$ cat config.mk
export PLATFORM = sky130hd
export DESIGN_NAME = music_player_seq
export DESIGN_NICKNAME = d
export VERILOG_FILES = /design/src/rtl/music_player_seq_pkg.sv /design/src/rtl/music_player_seq_button_edge.sv /design/src/rtl/music_player_seq.sv
export SDC_FILE = /design/constraint.sdc
export NUM_CORES = 1
export LEC_CHECK = 0
export CAP_MARGIN = 20
export CORE_MARGIN = 2
export CORE_UTILIZATION = 52
export CTS_CLUSTER_SIZE = 12
export DETAILED_ROUTE_END_ITERATION = 7
export HOLD_SLACK_MARGIN = 0.03
export MAX_ROUTING_LAYER = met4
export PLACE_DENSITY = 0.82
export SLEW_MARGIN = 5
export SYNTH_ARGS = -nofsm -noshare
export SYNTH_HDL_FRONTEND = slang
export SYNTH_SLANG_ARGS = --single-unit
$ cat constraint.sdc
create_clock -name clk -period 4.2 [get_ports clk]
set_input_delay 0.84 -clock clk [delete_from_list [all_inputs] [get_ports clk]]
set_output_delay 0.84 -clock clk [all_outputs]
set_load 0.03 [all_outputs]
$ cat src/rtl/music_player_seq_pkg.sv
// Shared definitions for the music player sequencer:
// FSM state encodings and constant-width helper functions.
package music_player_seq_pkg;

    localparam logic [1:0] ST_PAUSED  = 2'd0;
    localparam logic [1:0] ST_PLAYING = 2'd1;
    localparam logic [1:0] ST_FETCH   = 2'd2;
    localparam logic [1:0] ST_EMIT    = 2'd3;

    function automatic int mp_clog2(input int v);
        int r;
        r = 0;
        for (int x = v - 1; x > 0; x = x >> 1) begin
            r = r + 1;
        end
        return r;
    endfunction

    function automatic int mp_max1(input int v);
        return (v < 1) ? 1 : v;
    endfunction

endpackage

$ cat src/rtl/music_player_seq_button_edge.sv
// Rising-edge detector for a front-panel button level.
// History resets to 1 so a button held through reset gives no event.
module mp_button_edge (
    input  logic clk,
    input  logic reset,
    input  logic btn,
    output logic rise
);

    logic prev_q;
    logic prev_d;

    // Next history value is simply the current level
    always_comb begin
        prev_d = btn;
    end

    // Level history register, set to 1 while in reset
    always_ff @(posedge clk or posedge reset) begin
        if (reset) begin
            prev_q <= 1'b1;
        end else begin
            prev_q <= prev_d;
        end
    end

    assign rise = btn & ~prev_q;

endmodule

$ cat src/rtl/music_player_seq.sv
// Multi-song, multi-channel playback sequencer fetching frames from a sample ROM.
// Build option MUSIC_PLAYER_REPEAT_EN: loop the current song instead of auto-advancing.
module music_player_seq
    import music_player_seq_pkg::*;
#(
    parameter int NUM_SONGS       = 4,
    parameter int CHANNELS        = 2,
    parameter int SAMPLE_W        = 16,
    parameter int FRAMES_PER_SONG = 1024,
    localparam int ADDR_W = mp_clog2(NUM_SONGS * FRAMES_PER_SONG * CHANNELS),
    localparam int SONG_W = mp_max1(mp_clog2(NUM_SONGS))
) (
    input  logic                         clk,
    input  logic                         reset,
    input  logic                         play_button,
    input  logic                         next_button,
    input  logic                         new_frame,
    output logic [ADDR_W-1:0]            mem_addr,
    output logic                         mem_rd,
    input  logic [SAMPLE_W-1:0]          mem_data,
    output logic [CHANNELS*SAMPLE_W-1:0] sample_out,
    output logic                         new_sample_generated,
    output logic                         play_led,
    output logic [SONG_W-1:0]            song_led,
    output logic                         overrun
);

    localparam int OFF_W   = mp_max1(mp_clog2(FRAMES_PER_SONG));
    localparam int CH_W    = mp_max1(mp_clog2(CHANNELS));
    localparam int FRAME_W = CHANNELS * SAMPLE_W;

    localparam logic [CH_W-1:0]   LAST_CH     = CH_W'(CHANNELS - 1);
    localparam logic [OFF_W-1:0]  LAST_OFF    = OFF_W'(FRAMES_PER_SONG - 1);
    localparam logic [SONG_W-1:0] LAST_SONG   = SONG_W'(NUM_SONGS - 1);
    localparam logic [ADDR_W-1:0] SONG_STRIDE = ADDR_W'(FRAMES_PER_SONG * CHANNELS);
    localparam logic [ADDR_W-1:0] CH_STRIDE   = ADDR_W'(CHANNELS);

    logic [1:0]         state_q, state_d;
    logic [SONG_W-1:0]  song_q, song_d;
    logic [OFF_W-1:0]   off_q, off_d;
    logic [CH_W-1:0]    ch_q, ch_d;
    logic               pause_pend_q, pause_pend_d;
    logic               next_pend_q, next_pend_d;
    logic [FRAME_W-1:0] buf_q, buf_d;
    logic [FRAME_W-1:0] out_q, out_d;
    logic [FRAME_W-1:0] frame_asm;
    logic [SONG_W-1:0]  song_nxt;
    logic               play_evt;
    logic               next_evt;
    logic               pause_now;
    logic               next_now;

    mp_button_edge u_play_edge (
        .clk   (clk),
        .reset (reset),
        .btn   (play_button),
        .rise  (play_evt)
    );

    mp_button_edge u_next_edge (
        .clk   (clk),
        .reset (reset),
        .btn   (next_button),
        .rise  (next_evt)
    );

    assign song_nxt  = (song_q == LAST_SONG) ? '0 : song_q + SONG_W'(1);
    assign pause_now = pause_pend_q ^ play_evt;
    assign next_now  = next_pend_q | next_evt;

    // Last channel is taken straight off the ROM bus in the emit cycle
    always_comb begin
        frame_asm = buf_q;
        frame_asm[(CHANNELS-1)*SAMPLE_W +: SAMPLE_W] = mem_data;
    end

    // Sequencer next-state, song/frame counters and sample capture
    always_comb begin
        state_d      = state_q;
        song_d       = song_q;
        off_d        = off_q;
        ch_d         = ch_q;
        pause_pend_d = pause_pend_q;
        next_pend_d  = next_pend_q;
        buf_d        = buf_q;
        out_d        = out_q;
        case (state_q)
            ST_PAUSED: begin
                if (play_evt) begin
                    state_d = ST_PLAYING;
                end
                if (next_evt) begin
                    song_d = song_nxt;
                    off_d  = '0;
                end
            end
            ST_PLAYING: begin
                if (play_evt) begin
                    state_d = ST_PAUSED;
                end else if (new_frame) begin
                    state_d = ST_FETCH;
                    ch_d    = '0;
                end
                if (next_evt) begin
                    song_d = song_nxt;
                    off_d  = '0;
                end
            end
            ST_FETCH: begin
                pause_pend_d = pause_now;
                next_pend_d  = next_now;
                if (ch_q != '0) begin
                    buf_d[(int'(ch_q) - 1) * SAMPLE_W +: SAMPLE_W] = mem_data;
                end
                if (ch_q == LAST_CH) begin
                    state_d = ST_EMIT;
                    ch_d    = '0;
                end else begin
                    ch_d = ch_q + CH_W'(1);
                end
            end
            default: begin
                out_d = frame_asm;
                if (next_now) begin
                    off_d  = '0;
                    song_d = song_nxt;
                end else if (off_q == LAST_OFF) begin
                    off_d = '0;
`ifdef MUSIC_PLAYER_REPEAT_EN
                    song_d = song_q;
`else
                    song_d = song_nxt;
`endif
                end else begin
                    off_d = off_q + OFF_W'(1);
                end
                state_d      = pause_now ? ST_PAUSED : ST_PLAYING;
                pause_pend_d = 1'b0;
                next_pend_d  = 1'b0;
            end
        endcase
    end

    // State registers; reset aborts any frame in flight
    always_ff @(posedge clk or posedge reset) begin
        if (reset) begin
            state_q      <= ST_PAUSED;
            song_q       <= '0;
            off_q        <= '0;
            ch_q         <= '0;
            pause_pend_q <= 1'b0;
            next_pend_q  <= 1'b0;
            buf_q        <= '0;
            out_q        <= '0;
        end else begin
            state_q      <= state_d;
            song_q       <= song_d;
            off_q        <= off_d;
            ch_q         <= ch_d;
            pause_pend_q <= pause_pend_d;
            next_pend_q  <= next_pend_d;
            buf_q        <= buf_d;
            out_q        <= out_d;
        end
    end

    assign mem_addr = ADDR_W'(song_q) * SONG_STRIDE
                    + ADDR_W'(off_q) * CH_STRIDE
                    + ADDR_W'(ch_q);
    assign mem_rd               = (state_q == ST_FETCH);
    assign new_sample_generated = (state_q == ST_EMIT);
    assign sample_out           = new_sample_generated ? frame_asm : out_q;
    assign play_led             = (state_q != ST_PAUSED) && !pause_pend_q;
    assign song_led             = song_q;
    assign overrun              = new_frame &&
                                  ((state_q == ST_FETCH) || (state_q == ST_EMIT));

endmodule
---- Yosys cells after proc, flatten, opt, wreduce, memory -nomap -nowiden ----
Cells that the tools add are included.
storage, ports and cells
  register bits after elaboration ......... 83
  input bits .............................. 21
  output and inout bits ................... 51
  word-level logic and storage cells ...... 75
cells by class
  $add $sub $neg .......................... 7
  equal/unequal tests ..................... 11
  shifts and indexed selects .............. 2
  muxes and demuxes ....................... 23
  bitwise operators ....................... 7
  reduce and logical (&&, ||, !) cells .... 15
operators by type and width
  cell                                                                      count
  6-bit negation with 33-bit output                                         1
  16-bit by 33-bit variable shift with 32-bit output, first input constant  1
  16-bit by 33-bit variable part select with 32-bit output                  1
  32-bit bitwise mux                                                        1
  32-bit two-way mux                                                        1
  10-bit two-way mux                                                        3
  10-bit one-hot mux with 2 select lines                                    1
  2-bit two-way mux                                                         8
  13-bit by 1-bit adder with 13-bit output                                  1
  13-bit by 11-bit adder with 13-bit output                                 1
  10-bit by 1-bit adder with 10-bit output, second input constant           1
  10-bit == test, second input constant                                     1
  3-bit AND reduction                                                       3
  2-bit == test, second input constant                                      3
  2-bit inequality test, second input constant                              3
  1-bit one-hot mux with 2 select lines                                     3
  2-bit one-hot mux with 3 select lines                                     1
  1-bit two-way mux                                                         4
  2-bit by 1-bit inequality test with 1-bit output, second input constant   2
  2-bit one-hot mux with 2 select lines                                     1
  2-bit AND reduction                                                       2
  2-bit nonzero test                                                        2
  3-bit inequality test, second input constant                              1
  1-bit inverter                                                            3
  14 further kinds                                                          16

---- Longest topological paths before layout ----
Gate-level depths: netlist of run 1.
  depth after elaboration ................. 5
  depth in mapped cells ................... 6
  depth with buffers taken out ............ 5

---- Modules after synthesis ----
From an unflattened synthesis of run 1, not the netlist that was laid out.
second synthesis, totals
  cell total of the unflattened synthesis .. 197
  area total of the unflattened synthesis .. 2782.7 µm²
modules (own cells, without submodules)
  module            times used  cells an instance  area each (µm²)  sequential area each (µm²)
  music_player_seq  1           191                2695.1           1626.6
  mp_button_edge    2           3                  43.8             26.3

---- Worst setup path before layout of run 1 ----
OpenSTA, ideal clock, no wires.
  path kind ............................... register -> output
  from .................................... reg state_q[0]
  to ...................................... out sample_out[15]
  data arrival time ....................... 1510 ps
  data required time ...................... 3360 ps
  path slack .............................. 1850 ps
  cell stages (with the launch flop) ...... 7
  buffers on the path ..................... 2
  path through ............................ dfrtp_1 > nand2_1 > inv_2 > clkbuf_1 > buf_2 > nand2_1 > nand2_1
on the way
  cells in the longest elaborated chain, start to end .. 2
ends and longest elaborated chain
  what                      RTL line                 source
  from (decl)               music_player_seq.sv:38   logic [1:0] state_q, state_d;
  from (signal assigned)    music_player_seq.sv:156  state_q <= state_d;
  2-bit == test             music_player_seq.sv:171  assign new_sample_generated = (state_q == ST_EMIT);
  net new_sample_generated  music_player_seq.sv:22   output logic new_sample_generated,
  32-bit two-way mux        music_player_seq.sv:172  assign sample_out = new_sample_generated ? frame_asm : out_q;
  to (decl)                 music_player_seq.sv:21   output logic [CHANNELS*SAMPLE_W-1:0] sample_out,
The timed path passes the listed nets, and every way through them passes these cells.

---- Worst setup path in the final report of run 1 ----
  from .................................... reg state_q[1]
  to ...................................... out sample_out[1]
on the way
  cells in the longest elaborated chain, start to end .. 2
ends and longest elaborated chain
  what                RTL line
  2-bit == test       music_player_seq.sv:171
  32-bit two-way mux  music_player_seq.sv:172
No other way between the ends.

==> results summary, run 1 <==
The count of buffers added on input and output ports is 71. The number of optimization iterations in the first detailed-route pass came out at 4. The repair_antennas step left the layout with diodes totalling 0. Across the VDD grid, the largest voltage drop is ~0.48 mV. The number of register bits inferred by synthesis is 67.

The number of global-route vias before repair is ~2.1k. The area growth from synthesis to layout is 35.85%. No sink is reached through more buffers than the 2 on the longest clock path. The slack of the worst reg-to-reg path is around 1800 ps. The number of enable flip-flop cells after synthesis is 0. The die outline area came out at slightly below 0.006 mm2.

The cell count after synthesis came out at roughly 260. Setup repair after global routing left no endpoint under its margin. Yosys attributes the largest share of cell area to sky130_fd_sc_hd__dfrtp_1, sky130_fd_sc_hd__nand2_1, sky130_fd_sc_hd__mux2_2.

The initial core utilization came out at around 54%. Once detail routing completed, the nets flagged for antenna violations numbered 0. The critical path startpoint category is a flip-flop. The DRC violation total after the first TritonRoute iteration is 73. The worst clock skew came out at roughly 12 ps. For hold timing, the worst endpoint is out_q[18]. The depth of the worst hold-timing path came out at 2.

By count the netlist is led by sky130_fd_sc_hd__nand2_1, sky130_fd_sc_hd__dfrtp_1, sky130_fd_sc_hd__mux2_2, sky130_fd_sc_hd__nor2_1, sky130_fd_sc_hd__o21ai_0. The first global-routing pass estimated 9804 um of wire. The beginning of the worst hold path is out_q[18].

Entering global routing, the biggest net connects 41 pins. The sequential fraction of the synthesis area came out at between 60% and 70%. The depth of the worst register-to-register path came out at 5.

The max-cap violation count came out at 0. The post-cts gate resize count is 0. In this run, distinct cell masters in the synthesized netlist total 37. The startpoint of the most critical register-to-register path is state_q[1].

After clock tree synthesis, the clock-pin slew on the worst setup and hold paths is about 70 ps. The detailed-route vias per instance came out at between 5 and 6. The top flip-flop cell by instance count after synthesis is sky130_fd_sc_hd__dfrtp_1. After synthesis the cells add up to between 0.002 and 0.003 mm2.

The count of pins over their slew limit came out at 0. The total area inside the core boundary comes to ~0.0051 mm2. Data arrives at the worst endpoint at between 2000 and 3000 ps.

The worst setup path is captured at an output pin. The DRC violation count after routing is 0. The width of the die came out at ~77 um. The H-tree level count is 3.

The final-report setup violation count is 0. The buffers inserted during post-CTS setup optimization is 0. The shortest clock period the worst path allows after layout is between 3000 and 4000 ps. For the worst-skew pair, the clock arrives at the later sink with an insertion delay of 330 ps. The power density of the placed cells came out at 843.2 mW/mm2.

Global routing used 21.69% of the available tracks across all layers. The critical-path maximum fanout is 40. The initial antenna violation count is 0. The number of warnings printed during yosys synthesis is 0. The reg-to-reg endpoint is song_led[1]. The number of buffers inserted for hold repair after clock tree synthesis is 0.

Data on the critical path is required at its endpoint by 3360 ps. In this run the clock root is driven by a sky130_fd_sc_hd__clkbuf_8. The post-detailed-placement half-perimeter wirelength is roughly 3900 um.

The actual slew at the worst max-slew pin is 745.1 ps. The detailed-route wire length per cell is 14.20 um. The worst slack at placement came out at roughly 1200 ps. For this run the aggregate overflow at the end of global routing stands at 0. Of all cell types, the one taking the most synthesized area is sky130_fd_sc_hd__dfrtp_1. The flow ran to the end, and the final reports show no timing, DRC or antenna violations. The final total negative setup slack is 0 ps. Wires add up to 5835 um. The setup path with the least slack is of type flip-flop to output pin. The tightest slew margin relative to the limit came out at roughly 50%. The synthesized area per cell came out at roughly 11 um2. The share of post-route cells with drive strength above 1 is 13.20%.

The final count of hold timing violations is 0. TritonCTS built the clock tree. Dividing the final minimum period by the clock period gives 81.12%. The top achievable clock speed came out at 0.2935 GHz. The total number of placement rows is 26. The tightest hold path in the finished design has a slack of roughly 470 ps. The global placement routability congestion came out at ~0.76. The sink count of the clock tree is between 60 and 70. The static power due to leakage came out at 1.750 nW. The post-synthesis net count is approximately 290. The min-delay analysis places its worst path in the category flip-flop to flip-flop. Of all flip-flops after synthesis, the portion carrying an async set or reset was between 90% and 100%. In this run the vertical extent of the chip is approximately 77 um. The worst path setup slack after routing is just under 800 ps.

At the end of the flow, the number of nets in the layout was roughly 360. In this run the count of I/O pins placed on the die edge is just over 70. The fraction of post-synthesis cell area in the top cell type by area is 58.77%.

The library cell with the highest instance count after synthesis is sky130_fd_sc_hd__nand2_1. The vias after detailed routing is roughly 2.1k. Clock tree synthesis inserted a total of 9 buffers.
[registers in the layout (all words and copies together) (netlist names), 2 cells and up]
name,count
off_q,10
out_q,32
state_q,2
song_led,2
buf_q,16
[where the power goes]
part / internal, mW / switching, mW
clock network: 0.366 / 0.232
logic: 0.625 / 0.900
registers: 0.913 / 0.134
total: 1.90 / 1.27
[cell families after synthesis]
family / Yosys count / synth area share [%]
AOI/OAI and AO/OA: 18 / 4.159
xor gates and xnor gates: 6 / 1.899
adders and majority gates: 2 / 0.9040
buffers and inverters: 17 / 3.164
DFF: 67 / 60.67
muxes: 20 / 8.499
and+or+nand+nor: 133 / 20.71
[routing by layer]
| layer | wire length (um) | share of wire, % | GRT usage, % |
|---|---|---|---|
| met1 | 2600 | 45 | 27.48 |
| met2 | 2871 | 49 | 33.77 |
| met3 | 237 | 4.1 | 4.118 |
| met4 | 126 | 2.2 | 10.55 |
| met5 | 0 | 0 | - |
[stage by stage]
stage	power, mW	cells	utilization [%]	instance area (um2)
2_1_floorplan	2.005	263	-	2768
3_5_place_dp	2.582	395	69.16	3532
6_report	3.170	411	73.62	3760
5_1_grt	3.343	411	73.62	3760
3_3_place_gp	2.536	394	68.77	3512
4_1_cts	3.202	411	73.62	3760
[layout make-up]
cell class,instances,area [um2]
Inverter,5,18.77
Clock buffer,12,155.1
Tap cell,70,87.58
Multi-Input combinational cell,179,1001
Clock inverter,4,72.57
Timing Repair Buffer,74,745.7
Sequential cell,67,1679
Fill cell,389,1348
[critical path, stage by stage, from the launching register on]
cell	delay, ps
sky130_fd_sc_hd__dfrtp_1	570
sky130_fd_sc_hd__nand2_1	150
sky130_fd_sc_hd__inv_2	540
sky130_fd_sc_hd__nand2_1	150
sky130_fd_sc_hd__nand2_1	130
sky130_fd_sc_hd__clkdlybuf4s50_1	690
[worst max-delay path by stage]
stage / startpoint / to / slack (ps) / cells past startpoint
after floorplan: reset / buf_q[0] / 1680 / 1
final: state_q[1] / sample_out[1] / 790 / 5
after global routing: state_q[1] / sample_out[1] / 640 / 5
after CTS: state_q[1] / sample_out[1] / 790 / 5
after detailed placement: mem_data[15] / sample_out[31] / 1170 / 4
after global placement: mem_data[14] / sample_out[30] / 1170 / 4
[placed cells by master (no fill, tap or decap), drive strengths merged, types with 2 or more instances in the layout]
cell type / Yosys / routed
o21ai: 8 / 8
nand2b: 2 / 2
nand3: 3 / 3
and3: 3 / 3
buf: 8 / 3
xor2: 5 / 5
clkbuf: 4 / 12
nand2: 102 / 102
clkdlybuf4s50: 0 / 71
bufinv: 0 / 2
mux2: 18 / 18
and2: 2 / 2
inv: 5 / 5
nor2: 11 / 11
ha: 2 / 2
nor2b: 2 / 2
dfrtp: 65 / 65
a21oi: 6 / 6
nor3b: 2 / 2
dfstp: 2 / 2
No activity file was read; power rests on OpenSTA's default activity.
==> run 2, diff against run 1 <==
--- a/config.mk
+++ b/config.mk
@@ -7,12 +7,12 @@
 export LEC_CHECK = 0
 export CAP_MARGIN = 20
 export CORE_MARGIN = 2
-export CORE_UTILIZATION = 52
+export CORE_UTILIZATION = 44
 export CTS_CLUSTER_SIZE = 12
 export DETAILED_ROUTE_END_ITERATION = 7
 export HOLD_SLACK_MARGIN = 0.03
 export MAX_ROUTING_LAYER = met4
-export PLACE_DENSITY = 0.82
+export PLACE_DENSITY = 0.73
 export SLEW_MARGIN = 5
 export SYNTH_ARGS = -nofsm -noshare
 export SYNTH_HDL_FRONTEND = slang
==> constraint.sdc (replaced) <==
create_clock -name clk -period 2.9 [get_ports clk]
set_input_delay 0.58 -clock clk [delete_from_list [all_inputs] [get_ports clk]]
set_output_delay 0.58 -clock clk [all_outputs]
set_load 0.03 [all_outputs]
==> run 2 against run 1 <==
Worst setup slack worse by 450 ps. Cell area decreased by 3.1%. Sequential share of layout area grew 1.4 points. Largest cell class unchanged. Clock power is 26% higher. Global-route usage decreased by 2.9 points.
==> results summary, run 2 (synthesized netlist as in run 1, its figures left out) <==
Counting the buffers created by CTS gives 9. The largest stage delay on the critical path is 550 ps. The floorplan step defined a die boundary enclosing a little under 0.007 mm2. The path class of the tightest hold or removal check is flip-flop to flip-flop. After detailed routing, the number of remaining DRC violations is 0. The share of the cycle needed by the critical path after routing is about nine tenths. The count of buffers from port buffering is 71.

For this configuration, the core starts out at a cell density of 46.20%. The TritonCTS clock tree is done. The worst path setup slack after routing came out at 341.8 ps. The residual antenna-violating net count after detailed routing is 0. The number of buffers inserted for hold repair after clock tree synthesis is 0.

The signal on the critical path passes through nand2_1, inv_2, nand2_1, nand2_1, buf_4. The static power due to leakage is between 1.5 and 2 nW. In this run the worst path has a maximum fanout of 40. In this run the cell area measured after placement is between 0.003 and 0.004 mm2.

The clock-pin slew of the registers on the worst-case setup and hold paths came out at about 70 ps. The register name with the most flops is out_q. Across the routed clock network, the largest skew measured is approximately 10 ps. The number of nets in the finished design came out at 360.

The number of buffers and inverters on the critical path is 2. Derived from the worst setup path, the maximum achievable clock frequency is around 0.39 GHz. The count of pins over their slew limit is 0. In the global route stage, overall resource usage came out at a little under a fifth. The global placement routability congestion came out at 0.7814. The worst slack at placement is 437.0 ps. The final count of hold timing violations came to 0. The clock passes through at most 2 buffers. The number of optimization iterations in the first detailed-route pass came out at 4.

The initial antenna violation count came out at 0. The max-cap violation count came out at 0. For this block, the initial DRC count from the detailed router was roughly 110. The total overflow reported by the global router is 0. The number of global-route vias before repair came out at between 2k and 2.5k.

The final total negative setup slack is 0 ps. Summing over every cut layer, the via total after detailed routing is 2,060. The total number of placement rows came out at 28. The classification of the worst setup path is flip-flop to output pin. The area of the core is 0.005991 mm2. The post-cts gate resize count came out at 0. Setup repair after global routing left no endpoint under its margin. In this design, the critical path's most frequently occurring cell is sky130_fd_sc_hd__nand2_1. The later pin in the worst-skew pair is clocked with a latency of approximately 330 ps. The share of post-route cells with drive strength above 1 is a little under a quarter. The width of the die is between 80 and 90 um. The first global-routing pass estimated just over 10,000 um of wire.

The H-tree level count came out at 3. The maximum number of pins on one net before global-route repair came out at between 40 and 50. The relative area change from synthesis to final layout is 31.69%.

In the layout the commonest cells are sky130_fd_sc_hd__nand2_1, sky130_fd_sc_hd__dfrtp_1, sky130_fd_sc_hd__clkdlybuf4s50_1. Data arrives at the worst endpoint at approximately 2000 ps. STA classifies the critical path startpoint as a flip-flop. Dividing total power by cell area gives a power density of between 1000 and 1500 mW/mm2.

The number of top-level pins is 72. The antenna diode instance count is 0. Summing all non-filler instances in the final layout gives an area of 0.003645 mm2. The tree is rooted in a sky130_fd_sc_hd__clkbuf_8. In the final layout, the registers with the most flip-flops are out_q: 32 flops, buf_q: 16 flops, off_q: 10 flops. The routed wire length is between 5000 and 6000 um. The buffers inserted during post-CTS setup optimization is 0.

The actual slew at the worst max-slew pin came out at approximately 790 ps. The detailed-route wire length per cell is 14.06 um. Grouping stages by cell kind, the critical path spends the most delay in buffers and inverters. The worst-path cell with the longest stage delay is sky130_fd_sc_hd__dfrtp_1.

Dividing the detail-routed via count by the number of cells gives around 4.9. The required time reported for the critical path endpoint is 2320 ps. The shortest clock period the worst path allows after layout is 2558 ps.

The sink count of the clock tree is 67. The endpoint type of the worst setup path is an output pin. The peak supply drop came out at 0.6778 mV. The final-report setup violation count is 0. The flip-flop count of the largest register, all copies and words added came out at 32. The tightest slew margin relative to the limit is 47.31%. The HPWL after detailed placement is between 3000 and 4000 um. The library cell used most frequently in the layout, excluding fill and tap cells, is sky130_fd_sc_hd__nand2_1. The y dimension of the die is between 80 and 90 um. The flow ran to the end, and the final reports show no timing, DRC or antenna violations.
run 2: changes by cell type in the layout (fill, tap and decap cells not counted), sizes merged:
cell and delta:
clkdlybuf4s50 -33, bufinv -1, buf +34, clkinv +2, clkbuf -1
run 2: final cells by class:
type | count | area (um2)
repair buffers | 75 | 658.1
well taps | 75 | 93.84
inverters | 5 | 18.77
multi-input cells | 179 | 1001
clock buffers | 11 | 141.4
clock inverters | 5 | 52.55
fillers | 521 | 2346
flip-flops and latches | 67 | 1679
run 2: path summary, 6_finish.rpt:
check,cells past startpoint,slack [ps],endpoint,start
hold reg to reg,2,470,out_q[18],out_q[18]
hold / removal,2,470,out_q[18],out_q[18]
max in group asynchronous,3,1490,out_q[11],reset
min in group asynchronous,2,710,out_q[29],reset
setup reg to reg,5,570,song_led[1],state_q[1]
setup / recovery,5,340,sample_out[5],state_q[1]
run 2: report_power, final:
group	leakage (nW)	total, mW	internal, mW	switching, mW
registers	0.828	1.52	1.32	0.194
clock network	0.0991	0.756	0.416	0.340
logic	0.851	2.09	0.793	1.30
total	1.78	4.36	2.53	1.83
run 2: layer usage:
metal,global-route usage (%),wire [um],up-vias
met3,3.380,208,10
met5,-,0,-
met2,30.13,2920,45
li1,-,-,1000
met1,23.31,2620,1005
met4,8.793,112,0
run 2: worst min-delay path: stages, from the launching register on:
cell and delay (ps):
sky130_fd_sc_hd__dfrtp_1 320, sky130_fd_sc_hd__nand2_1 40, sky130_fd_sc_hd__nand2_1 70
run 2: metrics by stage:
stage	power, mW	hold slack, ps	cells	util (%)
6_report	4.362	474.1	417	60.84
4_1_cts	4.413	479.3	417	60.84
3_3_place_gp	3.577	454.2	401	57.60
3_5_place_dp	3.641	460.0	401	57.60
2_1_floorplan	2.903	479.3	263	-
5_1_grt	4.625	490.9	417	60.84
==> run 3, diff against run 2 <==
--- a/config.mk
+++ b/config.mk
@@ -8,12 +8,12 @@
 export CAP_MARGIN = 20
 export CORE_MARGIN = 2
 export CORE_UTILIZATION = 44
-export CTS_CLUSTER_SIZE = 12
+export CTS_CLUSTER_SIZE = 8
 export DETAILED_ROUTE_END_ITERATION = 7
 export HOLD_SLACK_MARGIN = 0.03
 export MAX_ROUTING_LAYER = met4
 export PLACE_DENSITY = 0.73
-export SLEW_MARGIN = 5
+export SLEW_MARGIN = 10
 export SYNTH_ARGS = -nofsm -noshare
 export SYNTH_HDL_FRONTEND = slang
 export SYNTH_SLANG_ARGS = --single-unit
==> results of run 3 <==
No change in the layout: final DEF, timing and power equal those of run 2.
